--- config.mk ---
export PLATFORM = sky130hd
export DESIGN_NAME = drlp_result_wb
export DESIGN_NICKNAME = d
export VERILOG_FILES = /design/src/rtl/drlp_result_wb.sv
export SDC_FILE = /design/constraint.sdc
export NUM_CORES = 1
export LEC_CHECK = 0
export BUFFER_PORTS_ARGS = -buffer_cell sky130_fd_sc_hd__buf_2
export CORE_UTILIZATION = 30
export CTS_CLUSTER_DIAMETER = 40
export DETAILED_ROUTE_END_ITERATION = 8
export SYNTH_ARGS = -nofsm -noshare
export SYNTH_HDL_FRONTEND = slang
export SYNTH_SLANG_ARGS = --single-unit
--- constraint.sdc ---
create_clock -name i_clk -period 22.2 [get_ports i_clk]
set_input_delay 4.44 -clock i_clk [delete_from_list [all_inputs] [get_ports i_clk]]
set_output_delay 4.44 -clock i_clk [all_outputs]
set_load 0.02 [all_outputs]
--- src/rtl/drlp_result_wb.sv ---
// drlp_result_wb: drains per-PE psum results from pmem, applies optional ReLU,
// packs masked-in results into DMA words and writes them out over a valid/ready port.
// Ports: i_clk/i_rst (async active-high); i_start + config (base, count, pe_mask, relu)
//   latched on start; o_pmem_rd_en/o_pmem_rd_addr read strobe, i_result returns one
//   cycle later; o_dma_wr_en/addr/data held until i_dma_wr_ready; o_busy, o_done pulse.
module drlp_result_wb #(
  parameter int PE_NUM          = 16,
  parameter int OUT_WIDTH       = 16,
  parameter int DMA_DATA_WIDTH  = 32,
  parameter int DMA_ADDR_WIDTH  = 32,
  parameter int PMEM_ADDR_WIDTH = 8
) (
  input  logic                          i_clk,
  input  logic                          i_rst,
  input  logic                          i_start,
  input  logic [DMA_ADDR_WIDTH-1:0]     i_base_addr,
  input  logic [PMEM_ADDR_WIDTH:0]      i_count,
  input  logic [PE_NUM-1:0]             i_pe_mask,
  input  logic                          i_relu,
  input  logic [PE_NUM*OUT_WIDTH-1:0]   i_result,
  output logic                          o_pmem_rd_en,
  output logic [PMEM_ADDR_WIDTH-1:0]    o_pmem_rd_addr,
  output logic                          o_dma_wr_en,
  output logic [DMA_ADDR_WIDTH-1:0]     o_dma_wr_addr,
  output logic [DMA_DATA_WIDTH-1:0]     o_dma_wr_data,
  input  logic                          i_dma_wr_ready,
  output logic                          o_busy,
  output logic                          o_done
);

  localparam int LANES = DMA_DATA_WIDTH / OUT_WIDTH;
  localparam int PW    = (PE_NUM > 1) ? $clog2(PE_NUM) : 1;
  localparam int LW    = $clog2(LANES + 1);
  localparam int BYTES = DMA_DATA_WIDTH / 8;

  typedef enum logic [2:0] {
    S_IDLE, S_READ, S_CAPTURE, S_DRAIN, S_FLUSH, S_DONE
  } state_t;

  state_t state, state_nx;

  logic [PMEM_ADDR_WIDTH:0]      cfg_count;
  logic [PE_NUM-1:0]             cfg_mask;
  logic                          cfg_relu;
  logic [PMEM_ADDR_WIDTH-1:0]    rd_addr;
  logic [PW-1:0]                 pe_idx;
  logic [LW-1:0]                 lane_cnt;
  logic [DMA_DATA_WIDTH-1:0]     pack;
  logic [PE_NUM*OUT_WIDTH-1:0]   cap;
  logic                          wr_vld;
  logic [DMA_ADDR_WIDTH-1:0]     wr_addr;
  logic [DMA_DATA_WIDTH-1:0]     wr_data;

  // The output slot can take a new word if empty or being emptied this cycle.
  logic accept, slot_free;
  assign accept    = wr_vld & i_dma_wr_ready;
  assign slot_free = ~wr_vld | i_dma_wr_ready;

  logic                      last_pe, last_addr, pe_in;
  logic                      drain_step, load_word, flush_load;
  logic [OUT_WIDTH-1:0]      pe_val;
  logic [DMA_DATA_WIDTH-1:0] pack_ins;

  assign last_pe   = (pe_idx == PW'(PE_NUM - 1));
  assign last_addr = ({1'b0, rd_addr} == cfg_count - 1'b1);
  assign pe_in     = cfg_mask[pe_idx];

  always_ff @(posedge i_clk or posedge i_rst) begin
    if (i_rst) state <= S_IDLE;
    else       state <= state_nx;
  end

  always_comb begin
    state_nx   = state;
    drain_step = 1'b0;
    load_word  = 1'b0;
    flush_load = 1'b0;

    pe_val = cap[pe_idx*OUT_WIDTH +: OUT_WIDTH];
    if (cfg_relu && pe_val[OUT_WIDTH-1]) pe_val = '0;
    pack_ins = pack;
    pack_ins[lane_cnt*OUT_WIDTH +: OUT_WIDTH] = pe_val;

    case (state)
      S_IDLE: begin
        if (i_start) state_nx = (i_count == '0) ? S_DONE : S_READ;
      end
      S_READ:    state_nx = S_CAPTURE;
      S_CAPTURE: state_nx = S_DRAIN;
      S_DRAIN: begin
        // Every index, masked or not, waits for the slot so word order is preserved.
        if (slot_free) begin
          drain_step = 1'b1;
          load_word  = pe_in && (lane_cnt == LW'(LANES - 1));
          if (last_pe) state_nx = last_addr ? S_FLUSH : S_READ;
        end
      end
      S_FLUSH: begin
        if (lane_cnt != '0) begin
          if (slot_free) flush_load = 1'b1;
        end else if (slot_free) begin
          state_nx = S_DONE;
        end
      end
      S_DONE:  state_nx = S_IDLE;
      default: state_nx = S_IDLE;
    endcase
  end

  always_ff @(posedge i_clk or posedge i_rst) begin
    if (i_rst) begin
      cfg_count <= '0;
      cfg_mask  <= '0;
      cfg_relu  <= 1'b0;
      rd_addr   <= '0;
      pe_idx    <= '0;
      lane_cnt  <= '0;
      pack      <= '0;
      cap       <= '0;
      wr_vld    <= 1'b0;
      wr_addr   <= '0;
      wr_data   <= '0;
    end else begin
      if (state == S_IDLE && i_start) begin
        cfg_count <= i_count;
        cfg_mask  <= i_pe_mask;
        cfg_relu  <= i_relu;
        wr_addr   <= i_base_addr;
        rd_addr   <= '0;
        pe_idx    <= '0;
        lane_cnt  <= '0;
        pack      <= '0;
      end

      if (state == S_CAPTURE) begin
        cap    <= i_result;
        pe_idx <= '0;
      end

      if (drain_step) begin
        pe_idx <= last_pe ? '0 : pe_idx + 1'b1;
        if (last_pe && !last_addr) rd_addr <= rd_addr + 1'b1;
        if (pe_in) begin
          if (load_word) begin
            pack     <= '0;
            lane_cnt <= '0;
          end else begin
            pack     <= pack_ins;
            lane_cnt <= lane_cnt + LW'(1);
          end
        end
      end

      if (flush_load) begin
        pack     <= '0;
        lane_cnt <= '0;
      end

      // Address advances on acceptance, so a word loaded in the same cycle
      // already carries the next address.
      if (accept) wr_addr <= wr_addr + DMA_ADDR_WIDTH'(BYTES);

      if (load_word) begin
        wr_vld  <= 1'b1;
        wr_data <= pack_ins;
      end else if (flush_load) begin
        wr_vld  <= 1'b1;
        wr_data <= pack;
      end else if (accept) begin
        wr_vld  <= 1'b0;
      end
    end
  end

  assign o_pmem_rd_en   = (state == S_READ);
  assign o_pmem_rd_addr = rd_addr;
  assign o_dma_wr_en    = wr_vld;
  assign o_dma_wr_addr  = wr_addr;
  assign o_dma_wr_data  = wr_data;
  assign o_busy         = (state != S_IDLE);
  assign o_done         = (state == S_DONE);

endmodule

### Word-level counts from Yosys, hierarchy flattened

Cells that the tools add are included.

* register bits: 396
* input port bits: 318
* output and inout port bits: 76
* logic and storage cells: 94

* add/sub/neg operators: 6
* $lt $le $gt $ge: 1
* eq/ne operators: 13
* shift operators: 3
* mux-type cells: 42
* bitwise logic cells: 3
* reductions and logical operators: 14

Operators by type and width (number)
* $mux 32: 9
* $shiftx 256x9->16: 1
* $neg 6->34: 1
* $shift 16x34->32 const A: 1
* $shiftx 16x34->32: 1
* $add 32x3->32 const B: 1
* $bwmux 32: 1
* $mux 8: 3
* $mux 3: 7
* $mux 16: 1
* $mux 4: 4
* $pmux 3 s5: 1
* $mux 1: 10
* $mux 2: 5
* $ne 2x2->1 const B: 5
* $eq 8x9->1: 1
* $logic_not 9->1: 1
* $reduce_bool 3->1: 3
* $sub 9x1->9 const B: 1
* $add 8x1->8 const B: 1
* $eq 3x2->1 const B: 2
* $eq 3x3->1 const B: 2
* $reduce_bool 2->1: 3
* $lt 4x5->1 const B: 1
* 13 further kinds: 16

### Logic depth before layout (Yosys ltp)

* word-level depth: 9
* gate-level depth with buffers: 12
* gate-level depth less buffers: 8

### Least setup slack after synthesis

Ideal clock, no wire load.

* kind: input port to flip-flop
* from: in i_dma_wr_ready
* to: reg wr_data[10] (netlist: o_dma_wr_data[10])
* library setup time: 0.081 ns
* arrival: 5.790 ns
* data required time: 22.119 ns
* setup slack: 16.329 ns
* stages on the path: 7
* path buffers: 2
* cells stage by stage: nand2b_1 -> nand2b_1 -> a211o_1 -> clkbuf_1 -> buf_1 -> nand3_1 -> o211ai_2

* word-level cells in the longest chain between the ends: 5
* elaborated cells between the ends (all ways): 8
* classes of those cells: mux (6); bitwise (1); reduce/logical (1)

RTL lines
* from (decl): line 26 `input logic i_dma_wr_ready,`
* $or 1x1->1 (*): line 57 `assign slot_free = ~wr_vld | i_dma_wr_ready;`
* $mux 1: line 100 `if (slot_free) flush_load = 1'b1;`
* $mux 1: line 99 `if (lane_cnt != '0) begin`
* $mux 1: line 84 `case (state)`
* $reduce_bool 2->1 (no line)
* to (signal assigned): line 165 `wr_data <= pack_ins;`
* to (signal assigned): line 168 `wr_data <= pack;`
* to (decl): line 52 `logic [DMA_DATA_WIDTH-1:0] wr_data;`

Every way passes the cells marked *; elsewhere a longest branch is shown, timed or not.
A chain may end at the register's enable or synchronous reset.

==> run summary <==
Drt initial violations: 806
Simple-gate share of the synthesized area: 7.588%
Post-CTS setup buffers: 0
Min-delay worst type: reg2reg
Setup WS pre-CTS: 15010 ps
Htree depth: 3
Hold depth: 2
Final Hold Vio Count: 0
Antenna violations before repair: 34
Clk_lat worst skew: 620 ps
Power Internal: 2.462 mW
CP Capture Type: async pin
Placer Congestion: 0.8365
Port bufs: 393
Leading area contributor after synthesis: dfrtp_1
Initial Utilization: 30.48%
LEAKAGE: 10.81 nW
P per Cell Area: 157.9 mW/mm^2
Die height: 250.3 um
IO Pins: 394
Worst Path Required: 22780 ps
Cell Rows: 90
Setup TNS Final: 0 ps
Layout cells sized above 1: 48.19%
Synthesized area: 0.01850 mm^2
First-pass GRT wire length: 86320 um
Main area contributors after synthesis: dfrtp_1 (54%), mux2_2 (16%), mux4_2 (7.8%)
Maximum number of pins on one net before global-route repair: 218
Avg Cell Area, Syn: 13.22 um^2
Routed Antenna Nets: 0
Register area share after synthesis: 53.56%
Tightest hold margin: 468.0 ps
Unrepaired setup endpoints after global routing: false
Clk pwr share: 31.3%
Max Clk Rate: 157.9 MHz
Register share of total power: 32.6%
Post-route design area: 0.02385 mm^2
Clk slew on worst S/H paths: 50 ps
Final period util: 28.53%
Predominant post-synthesis flop cell: dfrtp_1
Max FO, Critical Path: 119
P_sw: 1.305 mW
Total Wirelength: 56410 um
Root Buffer: clkbuf_16
Vias per cell: 5.050
Total track usage: 18.20%
Critical path class: in2async
Number of buffers created by CTS: 70
Final Setup Violations: 0
Post-synthesis compound-gate area fraction: 9.157%
Sw Ratio: 34.64%
Core Util, Final: 39.29%
Fin crit period: 6333 ps
Worst R2R Setup Slack: 17760 ps
Xor and xnor area share after synthesis: 0.4734%
Fillers: 5721
Synth Warn #: 0
Clock skew: 22.37 ps
Synth Instances: 1399
Tightest Pin Transition: 1271 ps
Startpoint Class: primary input
Post-synth EDFFs: 0
Post-DP HPWL: 41050 um
Combinational share of power: 36.1%
Die width: 250.3 um
Status: finished clean
Maximum VDD drop: 0.00008877 V
CTS max path bufs: 3
Largest family of logic cells by synthesized area: multiplexers
Mapped Nets: 1725
Routed length per instance: 21.34 um
Pins Over Slew Limit: 0
Worst-case reg-to-reg path depth: 8
Multiplexer share of the synthesized area: 26.24%
Placed cell area: 0.02124 mm^2
Slew margin rel.: 15.09%
Vias post-DR: 13348
Adder-Cell Fraction of Synth Area: 0.5411%
DRC Markers: 0
Syn-to-layout area delta: 28.91%
MaxCap Viol Count: 0
Number of distinct library cells after synthesis: 66
Yosys top cell area share: 53.56%
CTS resizes: 0
Number of global-route vias before repair: 14288
Post-layout nets: 2123
TritonCTS clock tree: done
CP Data Arrival Time: 6910 ps
Overflow after GRT: 0
Clock Sinks: 396
Core Box Area: 0.06070 mm^2
Asr flop ratio synth: 100.0%
Final setup margin: 15870 ps
Hold-fix buffers, CTS: 0
Die area: 0.06267 mm^2
First drt pass iteration count: 5
FF+latch count, synth: 396
==> per-stage QoR <==
| step | power, mW | cells |
|---|---|---|
| 2_1_floorplan | 2.154 | 1399 |
| 3_3_place_gp | 2.593 | 2507 |
| 3_5_place_dp | 2.634 | 2507 |
| 4_1_cts | 3.832 | 2635 |
| 5_1_grt | 3.983 | 2640 |
| 6_report | 3.766 | 2643 |
==> Yosys cell counts (all sizes together) (14+ instances only) <==
cell and instances:
a211oi 24, a21oi 28, a221oi 21, a22o 30
and3 16, buf 28, clkbuf 58, dfrtp 396
inv 15, mux2 256, mux2i 53, mux4 64
nand2 138, nand3 25, nor2 62, nor2b 15
nor3 21, o22ai 14
==> logic make-up after synthesis <==
| group | after synthesis |
|---|---|
| AOI/OAI and AO/OA | 203 |
| xor gates and xnor gates | 10 |
| adders and majority gates | 8 |
| buffers and inverters | 102 |
| DFF | 396 |
| muxes | 373 |
| and+or+nand+nor | 307 |
==> critical path, cell delays in order <==
cell   delay (ps)
buf_2         130
inv_8         540
buf_4         830
buf_4         900
==> layout make-up <==
| type | count | area [um^2] | area share [%] |
|---|---|---|---|
| flip-flops and latches | 396 | 9917 | 41.58 |
| clock inverters | 51 | 785.8 | 3.295 |
| well taps | 782 | 978.4 | 4.103 |
| repair buffers | 412 | 2122 | 8.898 |
| multi-input cells | 901 | 8150 | 34.17 |
| inverters | 16 | 67.56 | 0.2833 |
| diodes | 8 | 20.02 | 0.08394 |
| clock buffers | 77 | 1808 | 7.581 |
==> state kept, by name (all words and copies together), names as in the netlist <==
register and flops:
o_dma_wr_en 1, pe_idx 4, pack 32, lane_cnt 2, o_dma_wr_addr 32, state 3, o_pmem_rd_addr 8, cfg_count 9
o_dma_wr_data 32, cfg_relu 1, cfg_mask 16, cap 256
==> placed cells by master, fill, tap and decap left out, drive strengths merged, types with 14 or more instances in the layout <==
master / synthesis / final
a211oi: 24 / 24
nand2: 138 / 138
a221oi: 21 / 21
nor3: 21 / 21
a22o: 30 / 30
nor2: 62 / 62
mux4: 64 / 64
mux2i: 53 / 53
dfrtp: 396 / 396
a21oi: 28 / 28
nand3: 25 / 25
buf: 28 / 412
inv: 15 / 29
clkbuf: 58 / 77
o22ai: 14 / 14
mux2: 256 / 256
nor2b: 15 / 15
bufinv: 0 / 15
and3: 16 / 16
==> per-layer routing <==
layer / global-route usage, % / wire length, um / up-vias
li1: - / - / 6052
met1: 20.97 / 22250 / 6689
met2: 30.98 / 27880 / 448
met3: 7.243 / 4837 / 111
met4: 5.346 / 1133 / 48
met5: 0 / 309 / -
==> power groups by stage <==
stage / combinational (mW) / clock [mW] / sequential (mW)
2_1_floorplan: 0.933 / 0 / 1.22
3_3_place_gp: 1.37 / 0 / 1.22
3_5_place_dp: 1.39 / 0 / 1.24
4_1_cts: 1.40 / 1.20 / 1.23
5_1_grt: 1.48 / 1.23 / 1.27
6_report: 1.36 / 1.18 / 1.23
==> worst paths after layout <==
| kind | start | endpoint |
|---|---|---|
| setup / recovery | i_rst | o_dma_wr_data[31] |
| hold / removal | cfg_mask[13] | cfg_mask[13] |
| setup reg to reg | pe_idx[0] | o_dma_wr_data[17] |
| hold reg to reg | cfg_mask[13] | cfg_mask[13] |
| max in group i_clk | state[2] | o_busy |
| min in group asynchronous | i_rst | cap[5] |
(Power assumes the default switching activity.)
